### config.mk
export PLATFORM = sky130hd
export DESIGN_NAME = pixel_seq_ctrl_flat
export DESIGN_NICKNAME = d
export VERILOG_FILES = /design/src/rtl/pixel_seq_pkg.sv /design/src/rtl/pixel_seq_ctrl_if.sv /design/src/rtl/pixel_seq_serializer.sv /design/src/rtl/pixel_seq_ctrl.sv /design/src/flat_wrapper.sv
export SDC_FILE = /design/constraint.sdc
export NUM_CORES = 1
export LEC_CHECK = 0
export ABC_AREA = 1
export CORE_UTILIZATION = 45
export CTS_CLUSTER_DIAMETER = 100
export DETAILED_ROUTE_END_ITERATION = 12
export PLACE_DENSITY_LB_ADDON = 0.25
export SYNTH_ARGS = -nofsm -noshare
export SYNTH_HDL_FRONTEND = slang
export SYNTH_HIERARCHICAL = 1
export SYNTH_SLANG_ARGS = --single-unit
### constraint.sdc
create_clock -name clk -period 5.7 [get_ports clk]
set_input_delay 1.71 -clock clk [delete_from_list [all_inputs] [get_ports clk]]
set_output_delay 1.71 -clock clk [all_outputs]
set_load 0.01 [all_outputs]
### src/rtl/pixel_seq_pkg.sv
// pixel_seq_pkg
//   Shared types and default parameter values for the pixel sequencer.
//   state_t is the sequencer FSM state; it is also exported on the top-level
//   debug port so checkers can observe the phase directly.
package pixel_seq_pkg;

  localparam int N_PIX_DEF     = 4;
  localparam int DATA_W_DEF    = 8;
  localparam int ERASE_CYC_DEF = 5;
  localparam int EXP_W_DEF     = 16;

  typedef enum logic [2:0] {
    ST_IDLE    = 3'd0,
    ST_ERASE   = 3'd1,
    ST_EXPOSE  = 3'd2,
    ST_CONVERT = 3'd3,
    ST_READ    = 3'd4
  } state_t;

endpackage

### src/rtl/pixel_seq_ctrl_if.sv
// pixel_seq_ctrl_if
//   Readout stream carrying one pixel word per transfer.
//   Signals: out_data (word), out_valid, out_ready, out_last (final channel).
//
//   Handshake: a word transfers on a rising edge where out_valid && out_ready.
//   Once out_valid is raised, out_data/out_valid/out_last stay constant until
//   that transfer happens. out_ready may toggle freely and never gates
//   out_valid. out_last marks the final word of a frame.
interface pixel_seq_ctrl_if #(
  parameter int DATA_W = pixel_seq_pkg::DATA_W_DEF
) ();
  logic [DATA_W-1:0] out_data;
  logic              out_valid;
  logic              out_ready;
  logic              out_last;

  modport master (output out_data, output out_valid, output out_last, input out_ready);
  modport slave  (input out_data, input out_valid, input out_last, output out_ready);
endinterface

### src/rtl/pixel_seq_serializer.sv
// pixel_seq_serializer
//   Captures the parallel pixel bus into holding registers and streams the
//   channels out in order 0..N_PIX-1 over the valid/ready interface.
//   Ports:
//     clk, reset     - clock, synchronous active-high reset
//     capture_i      - load pix_data_i into the holding registers and arm the stream
//     pix_data_i     - pixel bus, channel i at [i*DATA_W +: DATA_W]
//     stream         - readout stream (master side)
//     last_hs_o      - high in the cycle the final channel is transferred
module pixel_seq_serializer
  import pixel_seq_pkg::*;
#(
  parameter int N_PIX  = N_PIX_DEF,
  parameter int DATA_W = DATA_W_DEF
) (
  input  logic                    clk,
  input  logic                    reset,
  input  logic                    capture_i,
  input  logic [N_PIX*DATA_W-1:0] pix_data_i,
  pixel_seq_ctrl_if.master        stream,
  output logic                    last_hs_o
);

  localparam int IDX_W = (N_PIX > 1) ? $clog2(N_PIX) : 1;

  logic [DATA_W-1:0] hold_q [N_PIX];
  logic [DATA_W-1:0] hold_d [N_PIX];
  logic [IDX_W-1:0]  idx_q, idx_d;
  logic              valid_q, valid_d;
  logic              hs;
  logic              is_last;
  logic              show;

  assign is_last   = (idx_q == IDX_W'(N_PIX - 1));
  assign hs        = valid_q && stream.out_ready;
  assign last_hs_o = hs && is_last;

  always_comb begin
    hold_d  = hold_q;
    idx_d   = idx_q;
    valid_d = valid_q;
    if (capture_i) begin
      for (int i = 0; i < N_PIX; i++) begin
        hold_d[i] = pix_data_i[i*DATA_W +: DATA_W];
      end
      idx_d   = '0;
      valid_d = 1'b1;
    end else if (hs) begin
      if (is_last) begin
        valid_d = 1'b0;
      end else begin
        idx_d = idx_q + IDX_W'(1);
      end
    end
  end

  always_ff @(posedge clk) begin
    if (reset) begin
      for (int i = 0; i < N_PIX; i++) begin
        hold_q[i] <= '0;
      end
      idx_q   <= '0;
      valid_q <= 1'b0;
    end else begin
      hold_q  <= hold_d;
      idx_q   <= idx_d;
      valid_q <= valid_d;
    end
  end

  // Outputs are forced low while reset is asserted, not just after the edge.
  assign show             = valid_q && !reset;
  assign stream.out_valid = show;
  assign stream.out_data  = show ? hold_q[idx_q] : '0;
  assign stream.out_last  = show && is_last;

endmodule

### src/rtl/pixel_seq_ctrl.sv
// pixel_seq_ctrl
//   Pixel array frame sequencer: ERASE -> EXPOSE -> CONVERT (ramp ADC) -> READ,
//   optionally repeating frames back to back.
//   Ports:
//     clk, reset                  - clock, synchronous active-high reset
//     start                       - frame request, honoured only in IDLE
//     exp_cycles                  - exposure length, latched at frame start
//     continuous                  - at frame end, go straight to the next frame
//     erase/expose/convert/read   - phase strobes, one-hot outside IDLE
//     ramp_code                   - ADC ramp, counts 0..2^DATA_W-1 during CONVERT
//     pix_data                    - pixel bus, channel i at [i*DATA_W +: DATA_W]
//     stream                      - readout stream (out_data/valid/ready/last)
//     busy                        - high whenever not IDLE
//     frame_done                  - one-cycle pulse after the last word transfers
//     dbg_state_o                 - current FSM state
module pixel_seq_ctrl
  import pixel_seq_pkg::*;
#(
  parameter int N_PIX     = N_PIX_DEF,
  parameter int DATA_W    = DATA_W_DEF,
  parameter int ERASE_CYC = ERASE_CYC_DEF,
  parameter int EXP_W     = EXP_W_DEF
) (
  input  logic                    clk,
  input  logic                    reset,
  input  logic                    start,
  input  logic [EXP_W-1:0]        exp_cycles,
  input  logic                    continuous,
  output logic                    erase,
  output logic                    expose,
  output logic                    convert,
  output logic                    read,
  output logic [DATA_W-1:0]       ramp_code,
  input  logic [N_PIX*DATA_W-1:0] pix_data,
  pixel_seq_ctrl_if.master        stream,
  output logic                    busy,
  output logic                    frame_done,
  output state_t                  dbg_state_o
);

  localparam int ERASE_W = $clog2(ERASE_CYC + 1);
  localparam int CNT_W   = (EXP_W > ERASE_W) ? EXP_W : ERASE_W;

  state_t             state_q, state_d;
  logic [CNT_W-1:0]   cnt_q, cnt_d;
  logic [DATA_W-1:0]  ramp_q, ramp_d;
  logic [EXP_W-1:0]   exp_q, exp_d;
  logic               frame_done_q, frame_done_d;
  logic               capture;
  logic               last_hs;
  logic [CNT_W-1:0]   expose_end;
  logic               run;

  // A zero exposure request still gets one EXPOSE cycle.
  assign expose_end = (exp_q == '0) ? '0 : CNT_W'(exp_q - EXP_W'(1));

  always_comb begin
    state_d      = state_q;
    cnt_d        = cnt_q;
    ramp_d       = '0;
    exp_d        = exp_q;
    frame_done_d = 1'b0;
    capture      = 1'b0;
    case (state_q)
      ST_IDLE: begin
        cnt_d = '0;
        if (start) begin
          state_d = ST_ERASE;
          exp_d   = exp_cycles;
        end
      end
      ST_ERASE: begin
        if (cnt_q == CNT_W'(ERASE_CYC - 1)) begin
          state_d = ST_EXPOSE;
          cnt_d   = '0;
        end else begin
          cnt_d = cnt_q + CNT_W'(1);
        end
      end
      ST_EXPOSE: begin
        if (cnt_q == expose_end) begin
          state_d = ST_CONVERT;
          cnt_d   = '0;
        end else begin
          cnt_d = cnt_q + CNT_W'(1);
        end
      end
      ST_CONVERT: begin
        ramp_d = ramp_q + DATA_W'(1);
        if (ramp_q == {DATA_W{1'b1}}) begin
          state_d = ST_READ;
          ramp_d  = '0;
          cnt_d   = '0;
        end
      end
      ST_READ: begin
        // cnt_q == 0 only in the first READ cycle: that is the capture cycle.
        capture = (cnt_q == '0);
        cnt_d   = CNT_W'(1);
        if (last_hs) begin
          frame_done_d = 1'b1;
          cnt_d        = '0;
          if (continuous) begin
            state_d = ST_ERASE;
            exp_d   = exp_cycles;
          end else begin
            state_d = ST_IDLE;
          end
        end
      end
      default: begin
        state_d = ST_IDLE;
        cnt_d   = '0;
      end
    endcase
  end

  always_ff @(posedge clk) begin
    if (reset) begin
      state_q      <= ST_IDLE;
      cnt_q        <= '0;
      ramp_q       <= '0;
      exp_q        <= '0;
      frame_done_q <= 1'b0;
    end else begin
      state_q      <= state_d;
      cnt_q        <= cnt_d;
      ramp_q       <= ramp_d;
      exp_q        <= exp_d;
      frame_done_q <= frame_done_d;
    end
  end

  pixel_seq_serializer #(
    .N_PIX  (N_PIX),
    .DATA_W (DATA_W)
  ) u_ser (
    .clk        (clk),
    .reset      (reset),
    .capture_i  (capture),
    .pix_data_i (pix_data),
    .stream     (stream),
    .last_hs_o  (last_hs)
  );

  // Outputs are forced low while reset is asserted, not just after the edge.
  assign run         = !reset;
  assign erase       = run && (state_q == ST_ERASE);
  assign expose      = run && (state_q == ST_EXPOSE);
  assign convert     = run && (state_q == ST_CONVERT);
  assign read        = run && (state_q == ST_READ);
  assign ramp_code   = (run && (state_q == ST_CONVERT)) ? ramp_q : '0;
  assign busy        = run && (state_q != ST_IDLE);
  assign frame_done  = run && frame_done_q;
  assign dbg_state_o = state_q;

endmodule

### src/flat_wrapper.sv
// flat-port wrapper written by rule: the top's interface ports become plain ports
module pixel_seq_ctrl_flat import pixel_seq_pkg::*;
#(
  parameter int N_PIX     = N_PIX_DEF,
  parameter int DATA_W    = DATA_W_DEF,
  parameter int ERASE_CYC = ERASE_CYC_DEF,
  parameter int EXP_W     = EXP_W_DEF
)
  (clk, reset, start, exp_cycles, continuous, erase, expose, convert, read, ramp_code, pix_data, busy, frame_done, dbg_state_o, stream_out_data, stream_out_valid, stream_out_last, stream_out_ready);
  pixel_seq_ctrl_if #(.DATA_W(DATA_W)) stream_i ();
  input  logic clk;
  input  logic reset;
  input  logic start;
  input  logic [EXP_W-1:0] exp_cycles;
  input  logic continuous;
  output logic erase;
  output logic expose;
  output logic convert;
  output logic read;
  output logic [DATA_W-1:0] ramp_code;
  input  logic [N_PIX*DATA_W-1:0] pix_data;
  output logic busy;
  output logic frame_done;
  output state_t dbg_state_o;
  output wire logic [$bits(stream_i.out_data)-1:0] stream_out_data;
  output wire logic [$bits(stream_i.out_valid)-1:0] stream_out_valid;
  output wire logic [$bits(stream_i.out_last)-1:0] stream_out_last;
  input wire logic [$bits(stream_i.out_ready)-1:0] stream_out_ready;
  assign stream_out_data = stream_i.out_data;
  assign stream_out_valid = stream_i.out_valid;
  assign stream_out_last = stream_i.out_last;
  assign stream_i.out_ready = stream_out_ready;
  pixel_seq_ctrl #(.N_PIX(N_PIX), .DATA_W(DATA_W), .ERASE_CYC(ERASE_CYC), .EXP_W(EXP_W)) u_core (.clk(clk), .reset(reset), .start(start), .exp_cycles(exp_cycles), .continuous(continuous), .erase(erase), .expose(expose), .convert(convert), .read(read), .ramp_code(ramp_code), .pix_data(pix_data), .stream(stream_i), .busy(busy), .frame_done(frame_done), .dbg_state_o(dbg_state_o));
endmodule
# After elaboration in Yosys (flattened, before gate mapping)
# Cells that the tools add are included.
# word_totals
ff_bits,79
inputBits,53
elab_cells,86
# classes
add_sub_neg,4
n_lt_le_gt_ge,1
eq_ne,14
muxes,27
bitwise_logic,4
n_reduce_logical,25
# ops
operator,count
$mux 16,7
$pmux 16 s4,1
$logic_not 16->1,2
$mux 8,4
$pmux 16 s2,1
$add 16x1->16 const B,1
$bmux 8 s2,1
$eq 16x16->1,1
$eq 16x3->1 const B,1
$sub 16x1->16 const B,1
$mux 3,5
$pmux 3 s5,1
$logic_and 1x1->1,10
$add 8x1->8 const B,1
$eq 8x8->1 const B,1
$ne 2x1->1 const B,4
$mux 1,7
$eq 3x2->1 const B,2
$reduce_bool 2->1,3
$reduce_and 5->1,1
$ne 2x2->1 const B,2
$reduce_and 2->1,2
$reduce_and 4->1,1
$reduce_or 2->1,2
11 further kinds,13

# Longest topological paths before layout
# Gate-level depths: netlist (run 1).
# logic_depth
ltp_word,5
mapped_depth,18
depth_no_buf,18

# Modules after synthesis
# The synthesis (run 1) kept the hierarchy.
# modules_own_cells
mod,instances,cells_per_inst,area_each_um2,seq_area_each_um2
pixel_seq_ctrl,1,454,2900.3,880.8
pixel_seq_serializer,1,227,1742.9,700.7

# Least setup slack after synthesis (run 1)
# No wires, ideal clock.
# synth_path
kind,input to output
start,in reset
end,out ramp_code[0]
t_arrival_ns,2.572
t_required_ns,3.990
path_slack_ns,1.418
stages,4
path_buffers,1
path_cell_list,clkbuf_1 nor2_1 clkinv_1 nor2_1
# synth_between
elab_chain_cells,3
# synth_lines
element,line,source
"start, declared",flat_wrapper.sv:12,input logic reset;
$logic_not 1->1,pixel_seq_ctrl.sv:147,assign run = !reset;
$logic_and 1x1->1,n/a,
via convert,flat_wrapper.sv:18,output logic convert;
$mux 8,pixel_seq_ctrl.sv:152,assign ramp_code = (run && (state_q == ST_CONVERT)) ? ramp_q : '0;
"end, declared",flat_wrapper.sv:20,output logic [DATA_W-1:0] ramp_code;
# The timed path passes the listed nets, and every way through them passes these cells.

# Worst setup path after layout (run 1)
# layout_path
start,in reset
end,out ramp_code[3]
# layout_between
elab_chain_cells,3
# layout_lines
element,line
$logic_not 1->1,pixel_seq_ctrl.sv:147
$logic_and 1x1->1,pixel_seq_ctrl.sv:152
$mux 8,pixel_seq_ctrl.sv:152
# Every way passes these cells.

==> results of run 1 <==
-- area by class of cell --
type	instances	area, um2	area share, %
repair buffers	82	813	14.4
inverters	107	404	7.14
clock buffers	9	124	2.19
multi-input cells	468	2470	43.6
clock inverters	7	103	1.81
well taps	133	166	2.94
flip-flops and latches	79	1580	27.9
-- state kept, by name, summed over array words and instances, names as in the netlist --
name,flops
u_core/u_ser/idx_q,2
u_core/dbg_state_o,3
u_core/cnt_q,16
u_core/frame_done_q,1
u_core/ramp_q,8
u_core/u_ser/hold_q,32
u_core/exp_q,16
u_core/u_ser/valid_q,1
-- worst max-delay path, cell delays in order --
cell,delay (ns)
clkdlybuf4s50_1,0.57
nor2_1,0.23
clkinv_1,0.25
nor2_1,0.16
clkdlybuf4s50_1,0.55
-- power groups by stage --
stage / sequential, mW / clock [mW] / combinational [mW]
detailed placement: 0.707 / 0 / 0.905
CTS: 0.694 / 0.486 / 0.912
global route: 0.708 / 0.510 / 1.04
floorplan: 0.690 / 0 / 0.731
global placement: 0.706 / 0 / 0.887
finish: 0.696 / 0.477 / 0.920
-- kinds of logic after synthesis --
group                      synth area share, %
and+or+nand+nor                           34.1
xor gates and xnor gates                  2.64
buffers and inverters                     12.8
AOI/OAI and AO/OA                         14.8
DFF                                       34.1
adders and majority gates                 1.62
-- per-layer routing --
| layer | GRT usage (%) | up-vias |
|---|---|---|
| li1 | - | 2317 |
| met1 | 28.1 | 2017 |
| met3 | 3.08 | 25 |
| met4 | 10.6 | 0 |
| met2 | 33.7 | 126 |
| met5 | 0 | - |
-- worst max-delay path by stage --
stage                      from            to  slack (ns)  cells past startpoint
after global routing      reset  ramp_code[5]        0.36                      5
after global placement    reset  ramp_code[1]        0.55                      5
after CTS                 reset  ramp_code[0]        0.50                      5
after detailed placement  reset  ramp_code[3]        0.49                      5
final                     reset  ramp_code[3]        0.52                      5
after floorplan           reset  ramp_code[0]        1.42                      4
-- stage by stage --
step	util, %	hold slack (ns)	power, mW	std cells
finish	57.1	0.461	2.09	885
CTS	57.1	0.465	2.09	885
detailed placement	54.9	0.448	1.61	869
global placement	54.9	0.430	1.59	869
global route	57.1	0.484	2.25	885
floorplan	-	0.417	1.42	681
-- layout by cell type (no fill, tap or decap), types with 2 or more instances in the layout --
cell / synthesis / layout
nand2_2: 4 / 4
inv_6: 0 / 2
nand3_2: 3 / 3
o21ai_0: 31 / 31
bufinv_16: 0 / 2
nand2_1: 146 / 146
nand4_1: 18 / 18
clkdlybuf4s50_1: 0 / 79
nand3_1: 81 / 81
ha_1: 6 / 6
nor2_1: 57 / 57
nand2_4: 5 / 5
a21oi_1: 31 / 31
nor3b_1: 2 / 2
nor2_4: 4 / 4
nor4_1: 5 / 5
inv_1: 103 / 103
o21ai_2: 39 / 39
buf_4: 3 / 3
nor2_2: 5 / 5
a21oi_2: 3 / 3
xor2_1: 13 / 13
or2_2: 2 / 2
nor3_1: 10 / 9
clkbuf_8: 0 / 9
dfxtp_1: 79 / 79
inv_2: 2 / 2
==> results.txt, run 1 <==
Status: completed
Fillcell total: 956
Fin Clk Skew: 0.0105 ns
Detailed Route Iter0 Violations: 282
Worst-path clk slew: 0.09 ns
R2R Path End: u_core/exp_q[1]$_SDFFE_PP0P_
Hold Buf Count CTS: 0
RSZ-0062 raised after global routing: false
WL met2: 5060 um
# diodes: 0
Drt via density: 5.07
Post-layout min period: 5.18 ns
Met1 Routed Length: 5320 um
Final setup margin: 0.524 ns
Final nets: 806
Final Hold Vio Count: 0
Main area contributors after synthesis: dfxtp_1 (34%), nand2_1 (12%), nand3_1 (8.7%), inv_1 (8.3%), o21ai_2 (7.4%)
Clock insertion delay at the later pin of the skew report: 0.36 ns
Antenna Nets Post-Route: 0
TritonCTS Sinks: 79
Hold_sp: u_core/ramp_q[0]$_SDFF_PP0_
Starting Density: 46.9%
DPL Wire Length: 8410 um
Pwr dens: 370 nW/um2
Final Cell Area: 5660 um2
Num ports: 80
Hold Crit Endpoint: u_core/ramp_q[0]$_SDFF_PP0_
Layout area overhead: 22.0%
Largest net degree at the start of global routing: 34
Flop and latch count out of synthesis: 79
Routed via count: 4,485
Largest area contributor in the netlist: dfxtp_1
CTS root buf: clkbuf_8
Met3 wire length: 523 um
Cell variety after synth: 32
Count leader, synth: nand2_1
Max IR drop VDD: 0.000178 V
Height of the die: 104 um
IO Port Bufs: 79
DP Worst Slack: 0.495 ns
WHS Path Cells: 1
Max Slew Vio Count: 0
Synth warn: 6
Worst-Margin Slew: 0.867 ns
First-pass GRT wire length: 18,700 um
Final Cycle Share: 90.8%
Seq/Total Area, Yosys: 34.1%
Top post-synthesis cells by count: nand2_1 (146), inv_1 (103), nand3_1 (81)
Post_cts resized: 0
Setup crit end kind: primary output
Top-area cell type share of the netlist area: 34.1%
TritonCTS clock tree: yes
Vias in the first global route: 4,114
Syn Inst Count: 681
Initial antenna violation count: 0
Combinational share of power: 43.9%
Core ar.: 9910 um2
Setup TNS: 0 ns
WP data arrival: 3.47 ns
DRC violations left: 0
Int Pwr: 1.21 mW
Most frequently used flop master after synthesis: dfxtp_1
Critical path class: in2out
Final setup viols: 0
Clock Power Share: 22.8%
Mapped Nets: 740
Highest routed metal layer: met4
Net switching power: 0.887 mW
First-pass DRT Iterations: 5
Slew HR: 42.1%
Share of layout cells above drive strength 1: 11.7%
Mean Syn Cell Area: 6.82 um2
Die width: 104 um
Async S/R FF share, synth: 0%
Fmax: 193 MHz
Leak pwr: 2.22 nW
Overflow after GRT: 0
Die area: 10,700 um2
Sequential Power Share: 33.3%
Max_cap viols: 0
Setup Buffers After CTS: 0
Setup crit start kind: input pin
Post-synth EDFFs: 0
Cell Area, Placed: 5440 um2
Cts bufs inserted: 9
Total wire length: 11,200 um
Worst R2R Start: u_core/u_ser/idx_q[0]$_SDFFE_PP0P_
CP required: 3.99 ns
Drt wl/cell: 12.6 um
Mapped Area: 4640 um2
Num rows: 36
Clk buf depth: 2
FF-to-FF path depth: 9
Register-to-Register Setup Slack: 3.16 ns
Placer Congestion: 0.939
Max H-tree Level: 3
HP Class: reg2reg
GRT Overall Usage: 21.2%
Max Fanout on Critical Path: 9
Sw Ratio: 42.4%
(Power assumes the default switching activity.)
==> inputs of run 2 (changes only) <==
==> constraint.sdc (replaced) <==
create_clock -name clk -period 6.7 [get_ports clk]
set_input_delay 2.01 -clock clk [delete_from_list [all_inputs] [get_ports clk]]
set_output_delay 2.01 -clock clk [all_outputs]
set_load 0.01 [all_outputs]
==> results.txt, run 2 (synthesized netlist as in run 1, its figures left out) <==
FF-to-FF path depth: 9 (unchanged)
Regs by FF count: u_core/u_ser/hold_q x32, u_core/cnt_q x16, u_core/exp_q x16 (unchanged)
First-pass GRT wire length: 19,300 um (was 18,700 um)
WP data arrival: 3.85 ns (was 3.47 ns)
Die width: 104 um (unchanged)
Num rows: 36 (unchanged)
Clock Power Share: 23.9% (was 22.8%)
Int Pwr: 1.06 mW (was 1.21 mW)
CP required: 4.69 ns (was 3.99 ns)
RSZ-0062 raised after global routing: false (unchanged)
Hold_sp: u_core/ramp_q[0]$_SDFF_PP0_ (unchanged)
Detailed Route Iter0 Violations: 241 (was 282)
Drt via density: 5.08 (was 5.07)
# diodes: 0 (unchanged)
R2R Path End: u_core/exp_q[15]$_SDFFE_PP0P_ (was u_core/exp_q[1]$_SDFFE_PP0P_)
Worst R2R Start: u_core/u_ser/idx_q[0]$_SDFFE_PP0P_ (unchanged)
Share of layout cells above drive strength 1: 11.6% (was 11.7%)
Core ar.: 9910 um2 (unchanged)
Sw Ratio: 41.5% (was 42.4%)
Largest register by flop count: u_core/u_ser/hold_q (unchanged)
DRC violations left: 0 (unchanged)
Worst-path clk slew: 0.09 ns (about the same)
Antenna Nets Post-Route: 0 (unchanged)
Starting Density: 46.9% (unchanged)
Post-layout min period: 5.86 ns
Height of the die: 104 um (unchanged)
Routed via count: 4,498 (was 4,485)
Setup crit start kind: input pin (unchanged)
HP Class: reg2reg (unchanged)
Slew HR: 42.7% (was 42.1%)
Most frequent cells in the layout: nand2_1 (146), inv_1 (103), nand3_1 (81), clkdlybuf4s50_1 (79), dfxtp_1 (79) (unchanged)
Worst-Margin Slew: 0.859 ns (was 0.867 ns)
Met1 Usage GRT: 29.5% (was 28.1%)
Fin Clk Skew: 0.0178 ns (was 0.0105 ns)
Final Cycle Share: 87.5%
Clk buf depth: 2 (unchanged)
Placer Congestion: 0.924 (was 0.939)
Register-to-Register Setup Slack: 4.14 ns (was 3.16 ns)
M3 GR Usage: 3.65% (was 3.08%)
Hold Crit Endpoint: u_core/ramp_q[0]$_SDFF_PP0_ (unchanged)
Max H-tree Level: 3 (unchanged)
WHS Path Cells: 1 (unchanged)
Post_cts resized: 0 (unchanged)
Num ports: 80 (unchanged)
First-pass DRT Iterations: 4 (was 5)
Grt peak-use layer: met2 (unchanged)
Leak pwr: 2.23 nW (was 2.22 nW)
CTS root buf: clkbuf_8 (unchanged)
TritonCTS Sinks: 79 (unchanged)
Total wire length: 11,300 um (was 11,200 um)
Setup Buffers After CTS: 0 (unchanged)
Final nets: 806 (unchanged)
IO Port Bufs: 79 (unchanged)
Initial antenna violation count: 0 (unchanged)
Combinational share of power: 43.4% (was 43.9%)
Pwr dens: 320 nW/um2 (was 370 nW/um2)
Sequential Power Share: 32.7% (was 33.3%)
Clock insertion delay at the later pin of the skew report: 0.35 ns (was 0.36 ns)
Final Hold Vio Count: 0 (unchanged)
TritonCTS clock tree: yes (unchanged)
Max_cap viols: 0 (unchanged)
Vias in the first global route: 4,154 (was 4,114)
Cts bufs inserted: 9 (unchanged)
Max Slew Vio Count: 0 (unchanged)
Max reg flops: 32 (unchanged)
Net switching power: 0.754 mW (was 0.887 mW)
Met2 track demand over resource: 35.5% (was 33.7%)
Layout area overhead: 22.4% (was 22.0%)
Setup TNS: 0 ns (unchanged)
Status: completed (unchanged)
Fillcell total: 959 (was 956)
Drt wl/cell: 12.8 um (was 12.6 um)
Die area: 10,700 um2 (unchanged)
Largest net degree at the start of global routing: 34 (unchanged)
Final setup viols: 0 (unchanged)
Setup crit end kind: primary output (unchanged)
GRT Overall Usage: 21.8% (was 21.2%)
Fmax: 171 MHz
Max Fanout on Critical Path: 9 (unchanged)
Overflow after GRT: 0 (unchanged)
Hold Buf Count CTS: 0 (unchanged)
Max IR drop VDD: 0.000173 V (was 0.000178 V)
DPL Wire Length: 8370 um (was 8410 um)
Critical path class: in2out (unchanged)
Commonest non-fill, non-tap cell in the layout: nand2_1 (unchanged)
Final core occ: 57.3% (was 57.1%)
-- run 2: cell count changes in the layout (fill, tap and decap cells not counted) --
cell        change
inv_6           -2
clkbuf_1        +1
bufinv_16       +1
clkinvlp_4      +1
clkinv_2        -1
-- run 2: stage by stage --
stage | instances | hold WS, ns | setup slack, ns | cell area, um2 | power [mW]
floorplan | 681 | 0.417 | 1.82 | 4640 | 1.21
global placement | 869 | 0.428 | 0.891 | 5440 | 1.36
detailed placement | 869 | 0.441 | 0.836 | 5440 | 1.38
CTS | 885 | 0.455 | 0.835 | 5680 | 1.82
global route | 885 | 0.494 | 0.692 | 5680 | 1.97
finish | 885 | 0.458 | 0.836 | 5680 | 1.82
-- run 2: layer usage --
| layer | share of wire [%] | routed length (um) | up-vias |
|---|---|---|---|
| met1 | 48 | 5450 | 2041 |
| met2 | 46 | 5240 | 130 |
| li1 | - | - | 2318 |
| met3 | 4.7 | 536 | 9 |
| met4 | 1.0 | 118 | 0 |
| met5 | 0 | 0 | - |
-- run 2: final cells by class --
cell class,count,area (um2),share of cell area [%]
clock inverters,6,118,2.07
inverters,107,404,7.11
clock buffers,10,128,2.25
multi-input cells,468,2470,43.5
well taps,133,166,2.93
flip-flops and latches,79,1580,27.8
repair buffers,82,813,14.3
-- run 2: worst max path at each step --
stage / from / end / slack [ns] / depth (start not counted)
floorplan: reset / ramp_code[0] / 1.82 / 4
global placement: reset / ramp_code[1] / 0.89 / 5
detailed placement: reset / ramp_code[0] / 0.84 / 5
CTS: reset / ramp_code[0] / 0.84 / 5
global route: reset / ramp_code[3] / 0.69 / 5
finish: reset / ramp_code[0] / 0.84 / 5
-- run 2: critical path: stages --
cell and delay [ns]:
clkdlybuf4s50_1 0.61, nor2_1 0.26, clkinv_1 0.25, nor2_1 0.16, clkdlybuf4s50_1 0.56
-- run 2: power by group through the flow --
| stage | Clock (mW) | Combinational [mW] | Sequential, mW |
|---|---|---|---|
| floorplan | 0 | 0.622 | 0.587 |
| global placement | 0 | 0.756 | 0.601 |
| detailed placement | 0 | 0.774 | 0.603 |
| CTS | 0.444 | 0.782 | 0.592 |
| global route | 0.466 | 0.898 | 0.604 |
| finish | 0.434 | 0.788 | 0.594 |
